**config.mk**
```make
export PLATFORM = sky130hd
export DESIGN_NAME = bus_master_ctrl_flat
export DESIGN_NICKNAME = d
export VERILOG_FILES = /design/src/rtl/bus_pkg.sv /design/src/rtl/bus_master_ctrl_if.sv /design/src/rtl/bus_beat_counter.sv /design/src/rtl/bus_master_ctrl.sv /design/src/flat_wrapper.sv
export SDC_FILE = /design/constraint.sdc
export NUM_CORES = 1
export LEC_CHECK = 0
export ABC_AREA = 1
export CORE_ASPECT_RATIO = 0.8
export CORE_MARGIN = 2
export CORE_UTILIZATION = 25
export DETAILED_ROUTE_END_ITERATION = 6
export PLACE_DENSITY = 0.69
export SETUP_SLACK_MARGIN = 0.4
export SYNTH_ARGS = -nofsm -noshare
export SYNTH_HDL_FRONTEND = slang
export SYNTH_HIERARCHICAL = 1
export SYNTH_SLANG_ARGS = --single-unit
export TNS_END_PERCENT = 10
```
**constraint.sdc**
```tcl
create_clock -name Clk -period 1.98 [get_ports Clk]
set_input_delay 0.297 -clock Clk [delete_from_list [all_inputs] [get_ports Clk]]
set_output_delay 0.297 -clock Clk [all_outputs]
set_load 0.01 [all_outputs]
```
**src/rtl/bus_pkg.sv**
```systemverilog
// Shared definitions for the memory bus: Control word layout, transfer-state
// and size encodings, master FSM states and the beat address increment.
// No ports; imported by the bus interface, the master and its sub-module.
package bus_pkg;

  localparam int CONTROL_WIDTH = 9;

  // Control word field positions
  localparam int CTRL_STATE_HI = 8;
  localparam int CTRL_STATE_LO = 7;
  localparam int CTRL_BURST_HI = 6;
  localparam int CTRL_BURST_LO = 3;
  localparam int CTRL_SIZE_HI  = 2;
  localparam int CTRL_SIZE_LO  = 1;
  localparam int CTRL_WRITE    = 0;

  // Control state field encodings (BUSY is reserved, never driven)
  localparam logic [1:0] TRANS_IDLE   = 2'b00;
  localparam logic [1:0] TRANS_BUSY   = 2'b01;
  localparam logic [1:0] TRANS_NONSEQ = 2'b10;
  localparam logic [1:0] TRANS_SEQ    = 2'b11;

  // Beat size encodings
  localparam logic [1:0] SIZE_BYTE = 2'b00;
  localparam logic [1:0] SIZE_HW   = 2'b01;
  localparam logic [1:0] SIZE_FW   = 2'b10;
  localparam logic [1:0] SIZE_DW   = 2'b11;

  // Master FSM states; the plain constants are what the state register uses
  typedef enum logic [0:0] {
    FSM_IDLE = 1'b0,
    FSM_XFER = 1'b1
  } fsm_e;

  localparam logic [0:0] ST_IDLE = FSM_IDLE;
  localparam logic [0:0] ST_XFER = FSM_XFER;

  // Bytes covered by one beat of the given size
  function automatic logic [3:0] beat_bytes(input logic [1:0] size);
    return 4'd1 << size;
  endfunction

endpackage

```
**src/rtl/bus_master_ctrl_if.sv**
```systemverilog
// Master-to-slave memory bus bundle.
// Ports: Control/Addr/WData/En driven by the master; Ready/RData by the slave.
// Modports: master (initiator side), slave (memory controller side).
interface bus_master_ctrl_if #(
  parameter int ADDR_WIDTH = 32,
  parameter int DATA_WIDTH = 64
);
  import bus_pkg::*;

  logic [CONTROL_WIDTH-1:0] Control;
  logic [ADDR_WIDTH-1:0]    Addr;
  logic [DATA_WIDTH-1:0]    WData;
  logic                     En;
  logic                     Ready;
  logic [DATA_WIDTH-1:0]    RData;

  modport master (output Control, Addr, WData, En, input Ready, RData);
  modport slave  (input Control, Addr, WData, En, output Ready, RData);

endinterface

```
**src/rtl/bus_beat_counter.sv**
```systemverilog
// Remaining-beats down counter for a burst; load wins over decrement.
// Latency: count updates one edge after load/dec; zero flag is combinational.
// Ports: clk, clr_n (sync active-low clear), load/load_val, dec, zero.
module bus_beat_counter (
  input  logic       clk,
  input  logic       clr_n,
  input  logic       load,
  input  logic [3:0] load_val,
  input  logic       dec,
  output logic       zero
);

  logic [3:0] count;

  always_ff @(posedge clk) begin
    if (!clr_n) begin
      count <= 4'd0;
    end else if (load) begin
      count <= load_val;
    end else if (dec && count != 4'd0) begin
      count <= count - 4'd1;
    end
  end

  assign zero = (count == 4'd0);

endmodule

```
**src/rtl/bus_master_ctrl.sv**
```systemverilog
// Bus initiator: turns a single/burst request into per-beat Control/Addr/WData/En.
// Latency: Ack and first beat one edge after Req in IDLE; Done/RValid one edge after accept.
// Backpressure: beats hold until slave Ready; optional TIMEOUT_EN aborts long stalls with Err.
// Ports: Clk, Rst (sync active-low), requester Req*/Ack/Busy/BeatDone/RDataOut/RValid/Done/Err,
//        bus (master modport of bus_master_ctrl_if).
module bus_master_ctrl
  import bus_pkg::*;
#(
  parameter int ADDR_WIDTH     = 32,
  parameter int DATA_WIDTH     = 64,
  parameter int TIMEOUT_CYCLES = 16
) (
  input  logic                  Clk,
  input  logic                  Rst,
  input  logic                  Req,
  input  logic [ADDR_WIDTH-1:0] ReqAddr,
  input  logic                  ReqWrite,
  input  logic [1:0]            ReqSize,
  input  logic [3:0]            ReqBurst,
  input  logic [DATA_WIDTH-1:0] ReqWData,
  output logic                  Ack,
  output logic                  Busy,
  output logic                  BeatDone,
  output logic [DATA_WIDTH-1:0] RDataOut,
  output logic                  RValid,
  output logic                  Done,
  output logic                  Err,
  bus_master_ctrl_if.master     bus
);

  if (TIMEOUT_CYCLES < 1) begin : g_bad_timeout
    $error("TIMEOUT_CYCLES must be at least 1");
  end

  logic [0:0]            state;
  logic [1:0]            trans;
  logic [3:0]            burst;
  logic [1:0]            size;
  logic                  write;
  logic [ADDR_WIDTH-1:0] addr;
  logic                  en;
  logic                  last_beat;
  logic                  in_xfer;
  logic                  timeout;

  assign in_xfer  = (state == ST_XFER);
  assign BeatDone = in_xfer & bus.Ready;

  bus_beat_counter u_beat_cnt (
    .clk      (Clk),
    .clr_n    (Rst),
    .load     ((state == ST_IDLE) & Req),
    .load_val (ReqBurst),
    .dec      (BeatDone),
    .zero     (last_beat)
  );

`ifdef TIMEOUT_EN
  localparam int TW = $clog2(TIMEOUT_CYCLES + 1);
  logic [TW-1:0] stall_cnt;
  logic          err_q;

  // stall_cnt holds the stalled cycles already seen, so the current stalled
  // cycle is the TIMEOUT_CYCLES-th one when it equals TIMEOUT_CYCLES-1.
  assign timeout = in_xfer & ~bus.Ready & (stall_cnt == TW'(TIMEOUT_CYCLES - 1));

  always_ff @(posedge Clk) begin
    if (!Rst || !in_xfer || bus.Ready || timeout) begin
      stall_cnt <= '0;
    end else begin
      stall_cnt <= stall_cnt + TW'(1);
    end
  end

  always_ff @(posedge Clk) begin
    if (!Rst) begin
      err_q <= 1'b0;
    end else begin
      err_q <= timeout;
    end
  end

  assign Err = err_q;
`else
  assign timeout = 1'b0;
  assign Err     = 1'b0;
`endif

  always_ff @(posedge Clk) begin
    if (!Rst) begin
      state    <= ST_IDLE;
      trans    <= TRANS_IDLE;
      burst    <= 4'd0;
      size     <= SIZE_BYTE;
      write    <= 1'b0;
      addr     <= '0;
      en       <= 1'b0;
      Busy     <= 1'b0;
      Ack      <= 1'b0;
      RDataOut <= '0;
      RValid   <= 1'b0;
      Done     <= 1'b0;
    end else begin
      Ack    <= 1'b0;
      RValid <= 1'b0;
      Done   <= 1'b0;
      case (state)
        ST_IDLE: begin
          // Ready is deliberately ignored here
          if (Req) begin
            state <= ST_XFER;
            trans <= TRANS_NONSEQ;
            burst <= ReqBurst;
            size  <= ReqSize;
            write <= ReqWrite;
            addr  <= ReqAddr;
            en    <= 1'b1;
            Busy  <= 1'b1;
            Ack   <= 1'b1;
          end
        end
        default: begin
          if (BeatDone) begin
            if (!write) begin
              RDataOut <= bus.RData;
              RValid   <= 1'b1;
            end
            if (!last_beat) begin
              addr  <= addr + ADDR_WIDTH'(beat_bytes(size));
              trans <= TRANS_SEQ;
            end else begin
              // Clearing the latched fields makes the whole Control word 0
              state <= ST_IDLE;
              trans <= TRANS_IDLE;
              burst <= 4'd0;
              size  <= SIZE_BYTE;
              write <= 1'b0;
              en    <= 1'b0;
              Busy  <= 1'b0;
              Done  <= 1'b1;
            end
          end else if (timeout) begin
            state <= ST_IDLE;
            trans <= TRANS_IDLE;
            burst <= 4'd0;
            size  <= SIZE_BYTE;
            write <= 1'b0;
            en    <= 1'b0;
            Busy  <= 1'b0;
          end
        end
      endcase
    end
  end

  assign bus.Control = {trans, burst, size, write};
  assign bus.Addr    = addr;
  assign bus.En      = en;
  assign bus.WData   = (in_xfer && write) ? ReqWData : '0;

endmodule
```
**src/flat_wrapper.sv**
```systemverilog
// flat-port wrapper written by rule: the top's interface ports become plain ports
module bus_master_ctrl_flat import bus_pkg::*;
#(
  parameter int ADDR_WIDTH     = 32,
  parameter int DATA_WIDTH     = 64,
  parameter int TIMEOUT_CYCLES = 16
)
  (Clk, Rst, Req, ReqAddr, ReqWrite, ReqSize, ReqBurst, ReqWData, Ack, Busy, BeatDone, RDataOut, RValid, Done, Err, bus_Control, bus_Addr, bus_WData, bus_En, bus_Ready, bus_RData);
  bus_master_ctrl_if #(.ADDR_WIDTH(ADDR_WIDTH), .DATA_WIDTH(DATA_WIDTH)) bus_i ();
  input  logic Clk;
  input  logic Rst;
  input  logic Req;
  input  logic [ADDR_WIDTH-1:0] ReqAddr;
  input  logic ReqWrite;
  input  logic [1:0] ReqSize;
  input  logic [3:0] ReqBurst;
  input  logic [DATA_WIDTH-1:0] ReqWData;
  output logic Ack;
  output logic Busy;
  output logic BeatDone;
  output logic [DATA_WIDTH-1:0] RDataOut;
  output logic RValid;
  output logic Done;
  output logic Err;
  output wire logic [$bits(bus_i.Control)-1:0] bus_Control;
  output wire logic [$bits(bus_i.Addr)-1:0] bus_Addr;
  output wire logic [$bits(bus_i.WData)-1:0] bus_WData;
  output wire logic [$bits(bus_i.En)-1:0] bus_En;
  input wire logic [$bits(bus_i.Ready)-1:0] bus_Ready;
  input wire logic [$bits(bus_i.RData)-1:0] bus_RData;
  assign bus_Control = bus_i.Control;
  assign bus_Addr = bus_i.Addr;
  assign bus_WData = bus_i.WData;
  assign bus_En = bus_i.En;
  assign bus_i.Ready = bus_Ready;
  assign bus_i.RData = bus_RData;
  bus_master_ctrl #(.ADDR_WIDTH(ADDR_WIDTH), .DATA_WIDTH(DATA_WIDTH), .TIMEOUT_CYCLES(TIMEOUT_CYCLES)) u_core (.Clk(Clk), .Rst(Rst), .Req(Req), .ReqAddr(ReqAddr), .ReqWrite(ReqWrite), .ReqSize(ReqSize), .ReqBurst(ReqBurst), .ReqWData(ReqWData), .Ack(Ack), .Busy(Busy), .BeatDone(BeatDone), .RDataOut(RDataOut), .RValid(RValid), .Done(Done), .Err(Err), .bus(bus_i));
endmodule
```
==> results of run 1 <==
-- layout make-up --
cell class | count | share of cell area, %
clock inverter | 15 | 1.500
timing repair buffer | 375 | 34.71
tap | 312 | 3.600
clock buffer | 17 | 3.923
sequential | 114 | 21.19
multi-input combinational | 689 | 31.14
inverter | 112 | 3.935
-- metrics by stage --
step | util, % | setup slack, ns | area (µm²) | instances
CTS | 45.43 | 0.1274 | 10660 | 1632
floorplan | - | 0.2909 | 6012 | 961
global placement | 42.07 | 0.01130 | 9871 | 1589
global route | 46.22 | 0.01096 | 10840 | 1634
finish | 46.22 | 0.1024 | 10840 | 1634
detailed placement | 42.07 | 0.01961 | 9871 | 1589
-- worst paths after layout --
kind / endpoint / start / cells after the start
worst max-delay path: u_core/bus.Addr[18]$_SDFFE_PN0P_ / u_core/size[1]$_SDFFE_PN0P_ / 12
worst min-delay path: u_core/Ack$_SDFF_PP0_ / Rst / 4
worst max register to register: u_core/bus.Addr[18]$_SDFFE_PN0P_ / u_core/size[1]$_SDFFE_PN0P_ / 12
worst min register to register: u_core/u_beat_cnt/count[3]$_SDFFE_PN0P_ / u_core/u_beat_cnt/count[3]$_SDFFE_PN0P_ / 2
-- tightest hold or removal path, delay by kind of cell --
family	cells	cell delay, ns
buf+inv	3	0.36
simple gates	1	0.04
-- where the power goes --
group          internal, mW  switching, mW  leakage (nW)  total, mW
Sequential             2.48          0.181         0.938       2.66
Clock                  1.79           1.34         0.283       3.12
Combinational         0.922          0.789          3.59       1.71
Total                  5.18           2.31          4.81       7.49
-- timing repair --
| action | in CTS | in global routing |
|---|---|---|
| pin swaps | 3 | 18 |
| setup endpoints to repair | 214 | 216 |
| gates cloned | 5 | 1 |
| setup buffers | 6 | 1 |
| gates resized for setup | 161 | 41 |
-- logic make-up (layout without fill, tap and decap cells) --
group	after synthesis	after routing
flops	114	114
buf+inv	159	519
simple gates	538	539
other cells	1	1
compound gates	141	141
fa+ha+maj	6	6
xor+xnor	2	2
-- registers in the layout, summed over array words and instances (netlist names) --
signal and cells:
u_core/Ack 1, u_core/Done 1, u_core/RDataOut 64, u_core/RValid 1, u_core/burst 4, u_core/bus.Addr 32, u_core/bus.En 1, u_core/in_xfer 1
u_core/size 2, u_core/trans 2, u_core/u_beat_cnt/count 4, u_core/write 1
-- placed cells by master, fill, tap and decap left out, types with 2 or more instances in the layout --
cell type,instances
sky130_fd_sc_hd__clkdlybuf4s50_1,279
sky130_fd_sc_hd__nand3b_1,8
sky130_fd_sc_hd__clkbuf_16,17
sky130_fd_sc_hd__nor2_1,261
sky130_fd_sc_hd__ha_4,3
sky130_fd_sc_hd__o21ai_0,85
sky130_fd_sc_hd__buf_16,5
sky130_fd_sc_hd__dfxtp_4,4
sky130_fd_sc_hd__clkinvlp_4,2
sky130_fd_sc_hd__buf_2,17
sky130_fd_sc_hd__clkinv_4,2
sky130_fd_sc_hd__o21ai_1,5
sky130_fd_sc_hd__nand2_4,7
sky130_fd_sc_hd__inv_2,6
sky130_fd_sc_hd__a21oi_2,3
sky130_fd_sc_hd__dlygate4sd2_1,44
sky130_fd_sc_hd__nand2_1,174
sky130_fd_sc_hd__nand2_8,3
sky130_fd_sc_hd__nand3_1,32
sky130_fd_sc_hd__a21oi_1,32
sky130_fd_sc_hd__buf_12,7
sky130_fd_sc_hd__inv_6,8
sky130_fd_sc_hd__buf_4,16
sky130_fd_sc_hd__a32o_1,7
sky130_fd_sc_hd__nor2_2,12
sky130_fd_sc_hd__nand3_2,7
sky130_fd_sc_hd__inv_8,2
sky130_fd_sc_hd__or2_0,3
sky130_fd_sc_hd__nor3_2,2
sky130_fd_sc_hd__nand2_2,9
sky130_fd_sc_hd__dfxtp_1,110
sky130_fd_sc_hd__a31oi_1,3
sky130_fd_sc_hd__o211ai_1,2
sky130_fd_sc_hd__nor2_4,14
sky130_fd_sc_hd__xor2_1,2
sky130_fd_sc_hd__nand4_1,4
sky130_fd_sc_hd__buf_6,3
sky130_fd_sc_hd__inv_1,104
-- synthesized netlist by cell type, types with 3 or more instances --
master                     count
sky130_fd_sc_hd__a21oi_1      34
sky130_fd_sc_hd__a31oi_1       3
sky130_fd_sc_hd__a32o_1        7
sky130_fd_sc_hd__buf_1         8
sky130_fd_sc_hd__buf_2         8
sky130_fd_sc_hd__buf_4         4
sky130_fd_sc_hd__clkbuf_1     27
sky130_fd_sc_hd__dfxtp_1     114
sky130_fd_sc_hd__ha_1          5
sky130_fd_sc_hd__inv_1       107
sky130_fd_sc_hd__inv_2         4
sky130_fd_sc_hd__nand2_1     184
sky130_fd_sc_hd__nand2_2       6
sky130_fd_sc_hd__nand3_1      38
sky130_fd_sc_hd__nand3b_1      8
sky130_fd_sc_hd__nand4_1       4
sky130_fd_sc_hd__nor2_1      280
sky130_fd_sc_hd__nor2_2        4
sky130_fd_sc_hd__nor2_4        3
sky130_fd_sc_hd__o21ai_0      87
sky130_fd_sc_hd__o21ai_1       3
sky130_fd_sc_hd__or2_0         3
-- metal layers --
| layer | vias up | track usage, % | wire length (µm) |
|---|---|---|---|
| li1 | 3682 | - | - |
| met1 | 3265 | 25.17 | 11020 |
| met2 | 297 | 30.43 | 11560 |
| met3 | 26 | 7.051 | 2364 |
| met4 | 2 | 4.567 | 329 |
| met5 | - | 0 | 13 |
==> out/summary.txt, run 1 <==
Layout area overhead - 81.11%
Pwr Total - 7.490 mW
smallest hold slack - 0.3465 ns
number of nets at the end of the flow - 1,486
vias in the first global route - 6,973
number of enable flip-flop cells after synthesis - 0
Synth Area in Compound Gates - 12.89%
area of the multi-input gates - 3377 µm²
sum of overflow across all layers after global routing - 0
top fanout value on the critical path - 7
Post-Synthesis Cell Area - 5987 µm²
number of vias in the routed layout - 7,272
time the final worst path needs with I/O delays and setup - 1.878 ns
total nets after synthesis - 1,138
share of synthesized cell area in full adder, half adder and majority cells - 1.379%
simple-gate area share of the yosys netlist - 36.84%
share of the synthesized netlist area taken by xor and xnor gates - 0.2926%
max-cap violation count - 0
upper clock frequency limit - 0.5326 GHz
Remaining DRCs - 0
share of layout cells above drive strength 1 - 12.18%
maximum clock insertion buffer count - 2
global placement routability congestion - 0.9023
Antenna Nets Post-Route - 0
leading cell types by total area after synthesis - sky130_fd_sc_hd__dfxtp_1 38%, sky130_fd_sc_hd__nor2_1 18%, sky130_fd_sc_hd__nand2_1 12%, sky130_fd_sc_hd__o21ai_0 7.3%, sky130_fd_sc_hd__inv_1 6.7%
most common flop cell mapped by yosys - sky130_fd_sc_hd__dfxtp_1
register bit total from synthesis - 114
critical path buffer and inverter count - 0
overall track demand over capacity in global routing - 19.35%
critical path endpoint category - register
clock slew seen by the registers of the worst setup and hold paths - 0.06 ns
Num Clock Sinks - 114
leakage component of the power - 4.812 nW
width of the die - 177.0 µm
run status - finished clean
maximum number of pins on one net before global-route repair - 82
CTS tree - done
highest cell delay on the worst timing path - 0.36 ns
cell type contributing the most total cell area after synthesis - sky130_fd_sc_hd__dfxtp_1
syn_area_per_cell - 6.230 µm²
power density of the placed cells - 690.8 nW/µm²
vias per inst - 4.450
number of placement rows - 50
Critical Path, Cell by Cell - nor2_4 -> ha_4 -> fa_2 -> nand2_4 -> nand3_4 -> nand2_8 -> nor2_4 -> nand2_2 -> o21ai_1 -> nand2_1 -> nand2_1 -> a21oi_2
count of pins on the block boundary - 347
area of all sequential standard cells - 2297 µm²
type of the worst setup path - register to register
Chip Height - 142.4 µm
iteration count of the initial detailed-routing pass - 5
count of buffers from port buffering - 345
kind of path behind the tightest hold check - input pin to register
Avg WL per Cell - 15.47 µm
final period utilization - 94.83%
sequential-to-total area share from yosys stat - 38.12%
nature of the critical path startpoint - register
level count of the clock H-tree - 4
Setup Viol. Count Final - 0
unrepaired setup endpoints after global routing - yes
WP data required - 2.28 ns
synthesized instance count - 961
Initial Util - 25.52%
Register-to-Register Setup Slack - 0.10 ns
top-area cell type share of the netlist area - 38.12%
Async S/R FF share, synth - 0%
hold buffers post-CTS - 0
proportion of synthesized area in mux cells - 0%
Slew Limit Fails - 0
main combinational cell family by area after synthesis - simple AND/OR/NAND/NOR gates
worst clock skew on the final layout - 0.01127 ns
filler cell count in the final layout - 2,343
Worst Path Arrival - 2.17 ns
Num CTS Buffers - 17
worst voltage drop across the vdd grid - 0.3916 mV
number of synthesis warnings - 6
clock insertion delay at the later pin of the skew report - 0.42 ns
Critical Path Slowest Stage Cell - sky130_fd_sc_hd__dfxtp_4
Iter 0 DRT Violations - 528
Cell variety after synth - 37
Sum Neg Setup Slack - 0 ns
Top delay family on crit path - simple AND/OR/NAND/NOR gates
area of the die - 25,210 µm²
# diodes - 0
Fin. Hold Viols - 0
Placeable Area - 23,460 µm²
first-pass GRT wire length - 38.27 mm
post-detail-place hpwl - 17.66 mm
number of antenna violations at the first check in global routing - 1
Post-Route WL - 25.28 mm
clock root cell - sky130_fd_sc_hd__clkbuf_16
Note: power is estimated with default switching activity, not from simulation.
==> run 2: changes to the inputs <==
--- a/config.mk
+++ b/config.mk
@@ -16,4 +16,4 @@
 export SYNTH_HDL_FRONTEND = slang
 export SYNTH_HIERARCHICAL = 1
 export SYNTH_SLANG_ARGS = --single-unit
-export TNS_END_PERCENT = 10
+export TNS_END_PERCENT = 1
==> out/summary.txt, run 2 (same netlist as run 1, synthesis figures left out) <==
met3 routing resource usage after global routing - 7.105% (+0.053 points)
smallest hold slack - 0.3831 ns (+0.03659 ns)
Layout area overhead - 78.58%
Slew Limit Fails - 0 (unchanged)
share of layout cells above drive strength 1 - 10.30% (-1.9 points)
kind of path behind the tightest hold check - input pin to register
Worst Path Arrival - 2.13 ns (-0.04 ns)
critical path endpoint category - register
RR Startpoint - u_core/size[1]$_SDFFE_PN0P_
leakage component of the power - 4.748 nW (-1.3%)
Num Clock Sinks - 114 (unchanged)
Reg with most FFs - u_core/RDataOut
Pwr Total - 7.458 mW (-0.43%)
power density of the placed cells - 697.6 nW/µm² (+0.98%)
count of buffers from port buffering - 345 (unchanged)
vias in the first global route - 6,869 (-1.5%)
WP data required - 2.26 ns (-0.02 ns)
number of placement rows - 50 (unchanged)
Hold Path Cell Cnt - 4 (unchanged)
unrepaired setup endpoints after global routing - yes
maximum clock insertion buffer count - 2 (unchanged)
post-detail-place hpwl - 17.94 mm (+1.6%)
worst voltage drop across the vdd grid - 0.4220 mV (+7.8%)
Sw Ratio - 30.52% (-0.27 points)
number of vias in the routed layout - 7,287 (+0.21%)
area of the die - 25,210 µm² (unchanged)
sum of overflow across all layers after global routing - 0 (unchanged)
Avg WL per Cell - 15.04 µm (-2.8%)
time the final worst path needs with I/O delays and setup - 1.845 ns (-0.03297 ns)
number of antenna violations at the first check in global routing - 1 (unchanged)
count of cells along the worst register-to-register path - 12 (unchanged)
final cell utilization of the core - 45.57% (-0.65 points)
capture instance of the worst register-to-register path - u_core/bus.Addr[20]$_SDFFE_PN0P_
top fanout value on the critical path - 7 (unchanged)
level count of the clock H-tree - 4 (unchanged)
clock insertion delay at the later pin of the skew report - 0.42 ns (about the same)
clock slew seen by the registers of the worst setup and hold paths - 0.06 ns (about the same)
clock root cell - sky130_fd_sc_hd__clkbuf_16
CTS tree - done
vias per inst - 4.462 (+0.27%)
count of pins on the block boundary - 347 (unchanged)
Remaining DRCs - 0 (unchanged)
Largest register FFs - 64 (unchanged)
iteration count of the initial detailed-routing pass - 5 (unchanged)
run status - finished clean
first-pass GRT wire length - 37.31 mm (-2.5%)
P_sw - 2.276 mW (-1.3%)
final period utilization - 93.16% (-1.7 points)
part of the total power dissipated in the clock network - 41.9% (+0.2 points)
Hold Path Origin - Rst
proportion of power drawn by combinational gates - 22.6% (-0.3 points)
hold buffers post-CTS - 0 (unchanged)
internal power component - 5.182 mW (about the same)
met2 routing resource usage after global routing - 29.33% (-1.1 points)
Fin. Hold Viols - 0 (unchanged)
Antenna Nets Post-Route - 0 (unchanged)
number of nets at the end of the flow - 1,484 (-0.13%)
Chip Height - 142.4 µm (unchanged)
Sum Neg Setup Slack - 0 ns (unchanged)
Placeable Area - 23,460 µm² (unchanged)
Post-Route WL - 24.56 mm (-2.9%)
max-cap violation count - 0 (unchanged)
upper clock frequency limit - 0.5421 GHz (+1.8%)
width of the die - 177.0 µm (unchanged)
global placement routability congestion - 0.9026 (about the same)
Initial Util - 25.52% (unchanged)
overall track demand over capacity in global routing - 18.93% (-0.42 points)
Iter 0 DRT Violations - 485 (-8.1%)
maximum number of pins on one net before global-route repair - 68 (-17%)
nature of the critical path startpoint - register
Num CTS Buffers - 17 (unchanged)
type of the worst setup path - register to register
routing layer with the top usage in global route - met2
Setup Viol. Count Final - 0 (unchanged)
Reg power frac - 35.5% (about the same)
Register-to-Register Setup Slack - 0.14 ns (+0.03 ns)
most used cells in the layout excluding fill and tap cells - 279 x sky130_fd_sc_hd__clkdlybuf4s50_1, 273 x sky130_fd_sc_hd__nor2_1, 180 x sky130_fd_sc_hd__nand2_1
most common cell after layout, fill and taps aside - sky130_fd_sc_hd__clkdlybuf4s50_1
met1 layer usage reported by global route - 24.85% (-0.32 points)
endpoint of the worst hold-timing path - u_core/Ack$_SDFF_PP0_
worst clock skew on the final layout - 0.01402 ns (+0.002756 ns)
-- run 2: changes by cell type in the layout (fill, tap and decap cells not counted), sizes merged --
cell / change
nand2: -1
dlygate4sd2: -2
inv: +1
diode: +1
buf: -19
clkdlybuf4s15: +19
bufbuf: +1
clkinvlp: -1
-- run 2: worst max path at each step --
stage / from / end / depth (start not counted)
finish: u_core/size[1]$_SDFFE_PN0P_ / u_core/bus.Addr[20]$_SDFFE_PN0P_ / 12
global route: u_core/size[1]$_SDFFE_PN0P_ / u_core/bus.Addr[9]$_SDFFE_PN0P_ / 11
CTS: u_core/size[1]$_SDFFE_PN0P_ / u_core/bus.Addr[8]$_SDFFE_PN0P_ / 11
detailed placement: u_core/in_xfer$_SDFF_PN0_ / u_core/bus.Addr[9]$_SDFFE_PN0P_ / 9
global placement: ReqWData[1] / bus_WData[1] / 4
floorplan: u_core/size[1]$_SDFFE_PN0P_ / u_core/bus.Addr[14]$_SDFFE_PN0P_ / 13
-- run 2: critical path: stages, from the launching register on --
cell	delay [ns]
sky130_fd_sc_hd__dfxtp_4	0.36
sky130_fd_sc_hd__nor2_1	0.11
sky130_fd_sc_hd__ha_2	0.21
sky130_fd_sc_hd__fa_2	0.23
sky130_fd_sc_hd__nand2_4	0.06
sky130_fd_sc_hd__nand3_4	0.08
sky130_fd_sc_hd__nand2_4	0.09
sky130_fd_sc_hd__nor2_4	0.18
sky130_fd_sc_hd__nand2_1	0.10
sky130_fd_sc_hd__o21ai_1	0.12
sky130_fd_sc_hd__nand2_1	0.07
sky130_fd_sc_hd__nand2_1	0.05
sky130_fd_sc_hd__a21oi_1	0.06
-- run 2: metal layers --
metal  vias up  wire length [µm]
li1       3683                 -
met1      3305             10770
met2       285             11170
met3        14              2395
met4         0               212
met5         -                 0
-- run 2: cell type report --
cell class	count	area, µm²
inverters	112	421.7
well taps	312	390.4
clock inverters	15	161.4
fillers	2338	12770
clock buffers	17	425.4
multi-input cells	688	3193
flip-flops and latches	114	2297
diodes	1	2.502
repair buffers	374	3800
-- run 2: per-stage QoR --
step           cells  instance area (µm²)  setup slack, ns
2_1_floorplan    961                 6010           0.2708
3_3_place_gp    1590                 9872          0.08635
3_5_place_dp    1590                 9872          0.07522
4_1_cts         1630                10630           0.1236
5_1_grt         1633                10690          0.01036
6_report        1633                10690           0.1354
-- run 2: power by group through the flow --
stage	combinational, mW	clock, mW	sequential [mW]
after floorplan	0.619	0	2.73
after global placement	1.62	0	2.69
after detailed placement	1.63	0	2.69
after CTS	1.68	3.20	2.65
after global routing	1.84	3.29	2.67
final	1.69	3.12	2.65
-- run 2: repair_timing --
action / 4_1_cts / 5_1_grt
cloned: 3 / 0
setup buffers: 5 / 2
pin swaps: 2 / 2
resized for setup: 130 / 11
setup endpoints to repair: 287 / 215
